`src/rtl/tlc_conflict_monitor.sv`:
```
// Conflict monitor for a two-way traffic-light controller.
// Watches the highway and farm lamp codes every clock and checks four things:
// the encoding, mutual exclusion, the order of the lamp sequence, and the
// minimum yellow and all-red durations. The first violation is latched with a
// fault code, and both safe lamp outputs are forced to red until the fault is
// cleared.
module tlc_conflict_monitor #(
   parameter int unsigned CNT_W      = 31,
   parameter int unsigned YELLOW_MIN = 150000000,
   parameter int unsigned ALLRED_MIN = 50000000
) (
   input  logic       Clk,
   input  logic       Rst,
   input  logic [1:0] highwaySignal,
   input  logic [1:0] farmSignal,
   input  logic       faultClr,
   output logic       fault,
   output logic [2:0] faultCode,
   output logic [1:0] safeHighway,
   output logic [1:0] safeFarm,
   output logic       monState
);

   localparam logic [1:0] L_RED = 2'b00;
   localparam logic [1:0] L_YLW = 2'b01;
   localparam logic [1:0] L_BAD = 2'b10;
   localparam logic [1:0] L_GRN = 2'b11;

   localparam logic [CNT_W-1:0] YMIN = CNT_W'(YELLOW_MIN);
   localparam logic [CNT_W-1:0] AMIN = CNT_W'(ALLRED_MIN);

   typedef enum logic {S_ARMED = 1'b0, S_FAULTED = 1'b1} state_t;

   state_t           r_state;
   state_t           w_nextState;
   logic [1:0]       r_prevHw;
   logic [1:0]       r_prevFarm;
   logic [CNT_W-1:0] r_yCntHw;
   logic [CNT_W-1:0] r_yCntFarm;
   logic [CNT_W-1:0] r_arCnt;
   logic [2:0]       r_faultCode;
   logic [1:0]       r_safeHw;
   logic [1:0]       r_safeFarm;
   logic [2:0]       w_code;
   logic             w_det;

   // Only hold, red->green, green->yellow and yellow->red are legal
   function automatic logic f_legal(input logic [1:0] p, input logic [1:0] c);
      return (c == p) ||
             ((p == L_RED) && (c == L_GRN)) ||
             ((p == L_GRN) && (c == L_YLW)) ||
             ((p == L_YLW) && (c == L_RED));
   endfunction

   // The counters track runs of the incoming samples. When a sample becomes
   // the previous sample, its counter already includes that sample. The run
   // length is therefore ready in the same cycle that the transition is checked.
   // Track the previous sample, the yellow run lengths and the all-red run length
   always_ff @(posedge Clk) begin
      if (!Rst) begin
         r_prevHw   <= L_RED;
         r_prevFarm <= L_RED;
         r_yCntHw   <= '0;
         r_yCntFarm <= '0;
         r_arCnt    <= '0;
      end else begin
         r_prevHw   <= highwaySignal;
         r_prevFarm <= farmSignal;
         if (highwaySignal == L_YLW)
            r_yCntHw <= (r_yCntHw < YMIN) ? r_yCntHw + CNT_W'(1) : r_yCntHw;
         else
            r_yCntHw <= '0;
         if (farmSignal == L_YLW)
            r_yCntFarm <= (r_yCntFarm < YMIN) ? r_yCntFarm + CNT_W'(1) : r_yCntFarm;
         else
            r_yCntFarm <= '0;
         if ((highwaySignal == L_RED) && (farmSignal == L_RED))
            r_arCnt <= (r_arCnt < AMIN) ? r_arCnt + CNT_W'(1) : r_arCnt;
         else
            r_arCnt <= '0;
      end
   end

   // Classify the current sample; lower codes take priority
   always_comb begin
      w_code = '0;
      if ((highwaySignal == L_BAD) || (farmSignal == L_BAD))
         w_code = 3'd1;
      else if ((highwaySignal != L_RED) && (farmSignal != L_RED))
         w_code = 3'd2;
      else if (!f_legal(r_prevHw, highwaySignal) || !f_legal(r_prevFarm, farmSignal))
         w_code = 3'd3;
      else if (((r_prevHw == L_YLW) && (highwaySignal == L_RED) && (r_yCntHw < YMIN)) ||
               ((r_prevFarm == L_YLW) && (farmSignal == L_RED) && (r_yCntFarm < YMIN)))
         w_code = 3'd4;
      else if ((((r_prevHw == L_RED) && (highwaySignal == L_GRN)) ||
                ((r_prevFarm == L_RED) && (farmSignal == L_GRN))) && (r_arCnt < AMIN))
         w_code = 3'd5;
   end

   assign w_det = |w_code;

   // Monitor state register
   always_ff @(posedge Clk) begin
      if (!Rst) r_state <= S_ARMED;
      else      r_state <= w_nextState;
   end

   // A clear re-arms only when nothing is detected in the same cycle
   always_comb begin
      w_nextState = r_state;
      case (r_state)
         S_ARMED:   if (w_det) w_nextState = S_FAULTED;
         S_FAULTED: if (faultClr && !w_det) w_nextState = S_ARMED;
         default:   w_nextState = S_ARMED;
      endcase
   end

   // Fault flags decoded from the registered state
   always_comb begin
      fault    = (r_state == S_FAULTED);
      monState = (r_state == S_FAULTED);
   end

   // Latch the fault code and drive the registered safe lamp outputs
   always_ff @(posedge Clk) begin
      if (!Rst) begin
         r_faultCode <= '0;
         r_safeHw    <= L_RED;
         r_safeFarm  <= L_RED;
      end else begin
         if (w_det && ((r_state == S_ARMED) || faultClr))
            r_faultCode <= w_code;
         else if ((r_state == S_FAULTED) && faultClr)
            r_faultCode <= '0;
         if ((r_state == S_ARMED) && !w_det) begin
            r_safeHw   <= highwaySignal;
            r_safeFarm <= farmSignal;
         end else begin
            r_safeHw   <= L_RED;
            r_safeFarm <= L_RED;
         end
      end
   end

   assign faultCode   = r_faultCode;
   assign safeHighway = r_safeHw;
   assign safeFarm    = r_safeFarm;

endmodule
```
`config.mk`:
```
export PLATFORM = sky130hd
export DESIGN_NAME = tlc_conflict_monitor
export DESIGN_NICKNAME = d
export VERILOG_FILES = /design/src/rtl/tlc_conflict_monitor.sv
export SDC_FILE = /design/constraint.sdc
export NUM_CORES = 1
export LEC_CHECK = 0
export BUFFER_PORTS_ARGS = -buffer_cell sky130_fd_sc_hd__buf_2
export CORE_ASPECT_RATIO = 0.6
export CORE_MARGIN = 8
export CORE_UTILIZATION = 40
export CTS_BUF_LIST = sky130_fd_sc_hd__clkbuf_4
export DETAILED_ROUTE_END_ITERATION = 10
export SLEW_MARGIN = 20
export SYNTH_ARGS = -nofsm -noshare
export SYNTH_HDL_FRONTEND = slang
export SYNTH_SLANG_ARGS = --single-unit
```
`constraint.sdc`:
```
create_clock -name Clk -period 3.01 [get_ports Clk]
set_input_delay 0.301 -clock Clk [delete_from_list [all_inputs] [get_ports Clk]]
set_output_delay 0.301 -clock Clk [all_outputs]
set_load 0.02 [all_outputs]
```
==> metrics.md <==
| Metric | Value |
|---|---|
| Status | `complete, no violations` |
| Detailed Route WL | `11100 um` |
| Number of synthesized flops with an enable pin | `0` |
| Placed cell areas | `5060 um2` |
| RSZ-0062 raised after global routing | `no` |
| Area of the core | `11900 um2` |
| Initial DRC count | `257` |
| Synth Area in Adders | `0.00781` |
| CP Capture Point | `r_yCntHw[23]` |
| Final hold vios | `0` |
| Max-cap viol count | `0` |
| Endpoints failing setup | `0` |
| Hold slack | `130 ps` |
| CP Data Required Time | `3380 ps` |
| Final instance area | `5180 um2` |
| Slowest CP cell | `or4_1` |
| PwrDens | `414 nW/um2` |
| Ys Warns | `0` |
| DP HPWL | `7820 um` |
| Largest net degree at the start of global routing | `29` |
| CP Launch Point | `r_yCntHw[4]` |
| Ys flop type | `dfxtp_1` |
| Synth Area in XOR/XNOR | `0.0893` |
| First-pass GRT wire length | `18700 um` |
| Yosys cell types | `47` |
| Num CTS Buffers | `9` |
| Via/cell ratio | `5.41` |
| Final Util | `0.436` |
| F_max | `0.410 GHz` |
| Total track usage | `0.145` |
| Cell Chain, Critical Path | `and3_1, and3_1, and3_1, nand4_1, or4_1, a21oi_1` |
| Post-Synthesis Cells | `574` |
| Final period utilization | `0.810` |
| Residual DRC | `0` |
| Ports | `16` |
| Post-synthesis sequential area ratio | `0.438` |
| Die Area | `15900 um2` |
| Clock tree from TritonCTS | `built` |
| Clock latency on the worst-skew pair | `470 ps` |
| Max incr delay on CP | `660 ps` |
| Ant. Diodes | `0` |
| Area Growth Syn to Fin | `7.76%` |
| Final Power | `0.00215 W` |
| Dominant cell type by area after synthesis | `dfxtp_1` |
| Flop and latch count out of synthesis | `105` |
| Hold crit path type | `input pin to flip-flop` |
| R2r endpoint | `r_yCntHw[23]` |
| Setup crit start kind | `flip-flop` |
| CTS Sinks | `105` |
| WS Path Type | `flip-flop to flip-flop` |
| Worst relative slew slack | `0.380` |
| Slew Limit Fails | `0` |
| Worst VDD drop | `0.000151 V` |
| Via Count | `4087` |
| Clock transition at the registers of the reported paths | `170 ps` |
| Post-synthesis mux area share | `0.00417` |
| Synthesized Nets | `584` |
| Fraction of the mapped netlist area in simple logic gates | `0.313` |
| Critical path peak fanout | `17` |
| CTS root buf | `clkbuf_4` |
| Most frequent cells in the layout | `dfxtp_1, nor2_1, xor2_1, nand2_1, nand4_1` |
| Setup repair bufs after CTS | `0` |
| Synth async-reset ratio | `0` |
| Final GP Congestion | `0.809` |
| Commonest non-fill, non-tap cell in the layout | `dfxtp_1` |
| Slew @ Worst Pin | `928 ps` |
| CP Data Arrival Time | `2810 ps` |
| Hold_buf cts | `0` |
| Final Skew | `25.8 ps` |
| LEAKAGE | `1.79 nW` |
| Share of post-route cells with drive strength above 1 | `0.0746` |
| H-Tree Depth | `3` |
| CP most frequent cell | `and3_1` |
| Synth Area per Inst | `8.37 um2` |
| Longest Clk Path Bufs | `2` |
| Overflow after GRT | `0` |
| Reg-to-reg slack, setup | `570 ps` |
| Cell Area, Synth | `4800 um2` |
| Antenna Nets Post-Route | `0` |
| DR WL/cell | `14.6 um` |
| Area contributors post-synth | `dfxtp_1, xor2_1, nor2_1` |
| DR pass1 iterations | `5` |
| Post-synth top area share | `0.438` |
| Initial Util | `0.405` |
| Largest family of logic cells by synthesized area | `simple AND/OR/NAND/NOR gates` |
| Cells on worst reg2reg path | `6` |
| Synth Area in Compound Gates | `0.115` |
| Tmin final | `2440 ps` |
| Width of the die | `157 um` |
| Row count | `31` |
| Die height | `101 um` |
| Initial antenna violation count | `0` |
| Post-Route Setup TNS | `0 ps` |
| Post-CTS Resized | `0` |
| RR Startpoint | `r_yCntHw[4]` |
| Final net count | `595` |
| Vias in the first global route | `3795` |
| Nature of the critical path endpoint | `flip-flop` |
| Port Buffers | `15` |
-- metrics by stage --
| stage | instances | worst slack [ps] |
|---|---|---|
| global route | 755 | 394 |
| global placement | 739 | 763 |
| detailed placement | 739 | 671 |
| CTS | 755 | 613 |
| floorplan | 574 | 935 |
| finish | 755 | 571 |
-- cell type report --
class	count	area (um2)
inverter	18	67.6
tap	165	206
fill	1216	6690
multi-input combinational	427	2540
timing repair buffer	24	143
clock buffer	10	75.1
sequential	105	2100
clock inverter	6	43.8
-- routing by layer --
metal,global-route usage,vias up,part of all wire
met4,0.0335,0,0.0083
met5,0,-,0
met3,0.0390,7,0.046
li1,-,2062,-
met1,0.211,1949,0.55
met2,0.207,69,0.40
-- synthesized netlist by cell type, types with 20 or more instances --
master,n
nand4_1,39
and2_1,20
xor2_1,40
nand3_1,24
nand2_1,39
or3_1,21
clkbuf_1,22
nor2_1,70
o21ai_0,24
dfxtp_1,105
a21oi_1,30
and3_1,22
-- state kept, by name, summed over array words and instances, names as in the netlist --
register,flops
r_yCntFarm,31
safeHighway,2
faultCode,3
r_prevFarm,2
safeFarm,2
r_yCntHw,31
r_prevHw,2
r_arCnt,31
fault,1
-- worst min path at each step --
stage	from	endpoint	slack (ps)	cells past startpoint
finish	Rst	faultCode[2]	130	2
global route	Rst	faultCode[2]	100	2
CTS	Rst	faultCode[2]	100	2
detailed placement	r_yCntHw[30]	r_yCntHw[30]	440	1
global placement	r_yCntHw[28]	r_yCntHw[28]	440	1
floorplan	r_arCnt[30]	r_arCnt[30]	430	1
-- power by group --
part	total [W]	switching [W]	internal, W
combinational	0.0000875	0.0000578	0.0000297
clock	0.000652	0.000469	0.000183
sequential	0.00141	0.00000707	0.00140
-- cells by family after synthesis --
family          count (synthesis)
fa+ha+maj                       3
mux                             2
xor+xnor                       49
buf+inv                        42
simple gates                  285
flops                         105
compound gates                 88
-- worst max-delay path, delay by kind of cell (launching register included) --
| family | cells | cell delay, ps |
|---|---|---|
| compound gates | 1 | 180 |
| simple gates | 5 | 1740 |
| flops | 1 | 420 |
Power figures use the tool's default switching activity.
